==> src/rtl/game_sequencer.sv <==
// Beat-level play controller for the arrow game: countdown, per-beat hit window,
// hit judgement, score/combo/miss bookkeeping and the game-over condition.
//
// state  | meaning
// -------+--------------------------------------------------------------
// IDLE   | no game; counters held at zero, waiting for start
// COUNT  | countdown beats before play; hits ignored
// PLAY   | arrows advance on every beat; hits judged once per window
// PAUSE  | game frozen; window and judged flag preserved
// OVER   | miss limit reached; counters frozen until start
module game_sequencer #(
    parameter int SCORE_W         = 14,
    parameter int SCORE_MAX       = 9999,
    parameter int MAX_MISSES      = 8,
    parameter int COUNTDOWN_BEATS = 4,
    parameter int BONUS_STEP      = 10
) (
    input  logic               clk,
    input  logic               reset_n,
    input  logic               beat_tick,
    input  logic               start,
    input  logic               pause,
    input  logic               arrow_valid,
    input  logic               correct_hit,
    input  logic               incorrect_hit,
    output logic               shift_en,
    output logic               window_open,
    output logic [SCORE_W-1:0] score,
    output logic [SCORE_W-1:0] combo,
    output logic [3:0]         misses,
    output logic [2:0]         game_state,
    output logic               game_over
);

    typedef enum logic [2:0] {
        S_IDLE  = 3'd0,
        S_COUNT = 3'd1,
        S_PLAY  = 3'd2,
        S_PAUSE = 3'd3,
        S_OVER  = 3'd4
    } state_t;

    localparam logic [SCORE_W-1:0] SMAX     = SCORE_W'(SCORE_MAX);
    localparam logic [SCORE_W-1:0] BSTEP    = SCORE_W'(BONUS_STEP);
    localparam logic [3:0]         MISS_MAX = 4'(MAX_MISSES);
    localparam logic [3:0]         CNT_LOAD = 4'(COUNTDOWN_BEATS);

    state_t               state_q, state_d;
    logic [3:0]           beat_cnt_q, beat_cnt_d;
    logic                 judged_q, judged_d;
    logic [SCORE_W-1:0]   score_d, combo_d;
    logic [3:0]           misses_d;
    logic                 shift_en_d, window_d;
    logic                 hit_ev, judge_now, good_hit, miss_now;
    logic [SCORE_W-1:0]   bonus;
    logic [SCORE_W:0]     score_sum;

    assign hit_ev     = correct_hit | incorrect_hit;
    assign bonus      = combo / BSTEP;
    assign score_sum  = {1'b0, score} + {1'b0, bonus} + {{SCORE_W{1'b0}}, 1'b1};
    assign game_state = state_q;

    // Next-state, judgement and counter update logic.
    always_comb begin
        state_d    = state_q;
        beat_cnt_d = beat_cnt_q;
        judged_d   = judged_q;
        score_d    = score;
        combo_d    = combo;
        misses_d   = misses;
        shift_en_d = 1'b0;
        window_d   = window_open;
        judge_now  = 1'b0;
        good_hit   = 1'b0;
        miss_now   = 1'b0;
        case (state_q)
            S_IDLE: begin
                score_d  = '0;
                combo_d  = '0;
                misses_d = '0;
                window_d = 1'b0;
                judged_d = 1'b0;
                if (start) begin
                    state_d    = S_COUNT;
                    beat_cnt_d = CNT_LOAD;
                end
            end
            S_COUNT: begin
                if (beat_tick) begin
                    if (beat_cnt_q <= 4'd1) begin
                        state_d    = S_PLAY;
                        beat_cnt_d = '0;
                        shift_en_d = 1'b1;
                        window_d   = 1'b1;
                        judged_d   = 1'b0;
                    end else begin
                        beat_cnt_d = beat_cnt_q - 4'd1;
                    end
                end
            end
            S_PLAY: begin
                if (pause) begin
                    state_d = S_PAUSE;
                end else begin
                    // A hit on the tick cycle is judged against the closing window first.
                    judge_now = hit_ev & window_open & ~judged_q;
                    if (judge_now) begin
                        judged_d = 1'b1;
                        if (correct_hit && !incorrect_hit && arrow_valid)
                            good_hit = 1'b1;
                        else
                            miss_now = 1'b1;
                    end
                    if (beat_tick) begin
                        if (arrow_valid && !judged_q && !judge_now)
                            miss_now = 1'b1;
                        shift_en_d = 1'b1;
                        window_d   = 1'b1;
                        judged_d   = 1'b0;
                    end
                    if (good_hit) begin
                        combo_d = (combo >= SMAX) ? SMAX : combo + 1'b1;
                        score_d = (score_sum >= {1'b0, SMAX}) ? SMAX : score_sum[SCORE_W-1:0];
                    end
                    if (miss_now) begin
                        combo_d  = '0;
                        misses_d = misses + 4'd1;
                        if (misses_d >= MISS_MAX) begin
                            misses_d   = MISS_MAX;
                            state_d    = S_OVER;
                            shift_en_d = 1'b0;
                            window_d   = 1'b0;
                        end
                    end
                end
            end
            S_PAUSE: begin
                if (!pause)
                    state_d = S_PLAY;
            end
            S_OVER: begin
                window_d = 1'b0;
                if (start) begin
                    state_d    = S_COUNT;
                    beat_cnt_d = CNT_LOAD;
                    score_d    = '0;
                    combo_d    = '0;
                    misses_d   = '0;
                    judged_d   = 1'b0;
                end
            end
            default: state_d = S_IDLE;
        endcase
    end

    // State and output registers with synchronous active-low reset.
    always_ff @(posedge clk) begin
        if (!reset_n) begin
            state_q     <= S_IDLE;
            beat_cnt_q  <= '0;
            judged_q    <= 1'b0;
            score       <= '0;
            combo       <= '0;
            misses      <= '0;
            shift_en    <= 1'b0;
            window_open <= 1'b0;
            game_over   <= 1'b0;
        end else begin
            state_q     <= state_d;
            beat_cnt_q  <= beat_cnt_d;
            judged_q    <= judged_d;
            score       <= score_d;
            combo       <= combo_d;
            misses      <= misses_d;
            shift_en    <= shift_en_d;
            window_open <= window_d;
            game_over   <= (state_d == S_OVER);
        end
    end

endmodule

==> config.mk <==
export PLATFORM = sky130hd
export DESIGN_NAME = game_sequencer
export DESIGN_NICKNAME = d
export VERILOG_FILES = /design/src/rtl/game_sequencer.sv
export SDC_FILE = /design/constraint.sdc
export NUM_CORES = 1
export LEC_CHECK = 0
export ABC_AREA = 1
export CAP_MARGIN = 15
export CORE_MARGIN = 1
export CORE_UTILIZATION = 25
export CTS_CLUSTER_DIAMETER = 40
export DETAILED_ROUTE_END_ITERATION = 8
export MAX_ROUTING_LAYER = met4
export SKIP_CTS_REPAIR_TIMING = 1
export SLEW_MARGIN = 40
export SYNTH_ARGS = -nofsm -noshare
export SYNTH_HDL_FRONTEND = slang
export SYNTH_SLANG_ARGS = --single-unit
==> constraint.sdc <==
create_clock -name clk -period 15.8 [get_ports clk]
set_input_delay 3.16 -clock clk [delete_from_list [all_inputs] [get_ports clk]]
set_output_delay 3.16 -clock clk [all_outputs]
set_load 0.02 [all_outputs]
==> impl_results.md <==
* Post-DP HPWL at 7611 um
* Mapped Area at 3603 um2
* Wire length on met1 at between 4000 and 5000 um
* Max Slew Vio Count at 0
* Die height at 122.1 um
* Largest net degree at the start of global routing at 29
* Max clock buf depth at 2
* Main synth FF type: dfxtp_1
* Commonest non-fill, non-tap cell in the layout: nand2_1
* CTS root buf: clkbuf_16
* Metal3 WL at 369 um
* RR Startpoint: combo[13]$_SDFFE_PN0P_
* Die area at ~15000 um2
* Average size of a mapped cell at 6.412 um2
* Skew-Pair Late Insertion Delay at a little under 300 ps
* Setup crit start: combo[13]$_SDFFE_PN0P_
* Startpoint of the worst hold path: score[0]$_SDFFE_PN0P_
* RSZ-0062 raised after global routing: no
* Final RePlAce weighted congestion at 0.8933
* CTS buffer count at 5
* Final core occ at 0.3144
* Num ports at 46
* First DRT Iteration DRCs at about 230
* Input/output buffers at 45
* Pleak at approximately 0.002 uW
* Starting Density at 0.2576
* H-tree depth at 2
* Critical Path RT at 15960 ps
* Slew margin rel. at 0.4786
* Wire length per cell at 12.22 um
* Final setup violation count at 0
* Post-route ant nets at 0
* Slowest stage delay, CP at 560 ps
* Syn Nets at 588
* Max VDD drop at between 0.08 and 0.09 mV
* Met2 wire length at 4461 um
* DRC at 0
* P&R area growth vs syn at 22.05%
* Initial antenna violation count at 0
* Final hold viol count at 0
* Fin cells at 787
* Setup ws final at 8609 ps
* NumNets Final at 632
* Clock Skews at 7.917 ps
* Worst r2r path cells at 60
* Mapped Cells at 562
* Vias in the first global route at 3365
* Critical Path AT at ~7400 ps
* First-pass GRT wire length at ~16000 um
* GRT Total Usage at 0.1389
* Synth warn at 0
* Worst path depth at 60
* Worst Path Class, Setup: reg2reg
* Reg2Reg Setup Slack at 8610 ps
* Congestion Overflow GR at 0
* Vias per cell at about 4.6
* Status: complete, no violations
* Max-cap violations at 0
* Initial DRT Pass Iterations at 5
* Hold Crit Depth at 2
* Worst-margin pin slew at 779.2 ps
* CP top delay family: simple AND/OR/NAND/NOR gates
* Sequential share of the synthesized area at 0.2389
* Post-route clock period utilization at 0.4551
* Crit end category: flip-flop
* Worst Hold End: score[0]$_SDFFE_PN0P_
* Dpl ws at just under 9000 ps
* Cell Rows at 43
* Netlist cell types at 41
* Worst R2R End: score[12]$_SDFFE_PN0P_
* Placed insts at 779
* Worst Hold Class: reg2reg
* Clock sink count at 43
* Crit path time final at 7191 ps
* Asr flop ratio synth at 0
* DR top layer: met4
* # diodes at 0
* Core area at 13990 um2
* Final TNS setup at 0 ps
* Routed vias at 3654
* Slowest cell on the critical path: dfxtp_1
* PwrDens at 90.34 nW/um2
* Synthesis-stage register bit count at 43
* Worst setup SP type: flip-flop
* WP buf/inv at 6
* CTS tree: yes
* Number of enable flip-flop cells after synthesis at 0
* Most frequent cells in the layout: nand2_1 (118), inv_1 (66), nand3_1 (55)
* Horiz. Die Dim at 122.1 um
* FMAX at 139.1 MHz
* Routed WL at 9620 um
* Clock transition at path regs at 70 ps
* Share of cells above drive strength 1 at 0.1285
* Critical Path Fanout Max at 12
* Final hold slack at 488.7 ps
## worst max-delay path by stage
stage	end	slack (ps)
floorplan	score[12]$_SDFFE_PN0P_	9520
global placement	score[12]$_SDFFE_PN0P_	8740
detailed placement	score[12]$_SDFFE_PN0P_	8650
CTS	score[12]$_SDFFE_PN0P_	8620
global route	score[12]$_SDFFE_PN0P_	7700
finish	score[12]$_SDFFE_PN0P_	8610
## routing by layer
metal | up-vias | global-route usage
li1 | 1945 | -
met1 | 1641 | 0.1794
met2 | 62 | 0.2235
met3 | 6 | 0.02528
met4 | 0 | 0.03277
met5 | - | -
## per-stage QoR
step,power [uW],instance area (um2)
floorplan,242.4,3603
CTS,401.1,4398
detailed placement,295.2,4253
global route,431.1,4398
global placement,293.3,4248
finish,397.3,4398
## final cells by class
class | instances | area [um2]
Inverter | 82 | 310.3
Multi-Input combinational cell | 428 | 2399
Clock buffer | 5 | 125.1
Sequential cell | 43 | 860.8
Clock inverter | 3 | 20.02
Timing Repair Buffer | 46 | 457.9
Fill cell | 1555 | 9590
Tap cell | 180 | 225.2
## power breakdown
group          internal [uW]  switching (uW)  leakage (uW)  total, uW
registers                120            10.3      0.000348        131
logic                   51.0             112       0.00159        163
clock network           58.3            45.2     0.0000658        103
## synth_stat cells (5+ instances only)
library cell / number / area share
nor3_1: 13 / 0.018
o21ai_0: 31 / 0.043
nand2_2: 26 / 0.045
inv_1: 66 / 0.069
clkbuf_1: 7 / 0.0073
a21oi_1: 43 / 0.060
a31oi_1: 5 / 0.0087
ha_1: 17 / 0.059
nand2_4: 10 / 0.031
nand3_2: 9 / 0.025
nand3_1: 55 / 0.076
inv_2: 15 / 0.016
nor2_1: 47 / 0.049
nand2_1: 118 / 0.12
dfxtp_1: 43 / 0.24
xor2_1: 10 / 0.024
## worst min-delay path, stage by stage (launching register included)
cell     delay, ps
dfxtp_1        320
nand2_1         60
a21oi_1         60
## kinds of logic (layout without fill, tap and decap cells)
| group | Yosys count | in the layout | share of synthesized area |
|---|---|---|---|
| flops | 43 | 43 | 0.2389 |
| fa+ha+maj | 18 | 18 | 0.06458 |
| compound gates | 108 | 108 | 0.1792 |
| xor+xnor | 14 | 14 | 0.03403 |
| simple gates | 288 | 288 | 0.3865 |
| buf+inv | 91 | 136 | 0.09688 |
## registers in the layout, indices dropped and copies added, names as in the netlist
name	cells
combo	14
score	14
beat_cnt_q	4
misses	4
game_state	3
game_over	1
judged_q	1
shift_en	1
window_open	1
No activity file was read; power rests on OpenSTA's default activity.
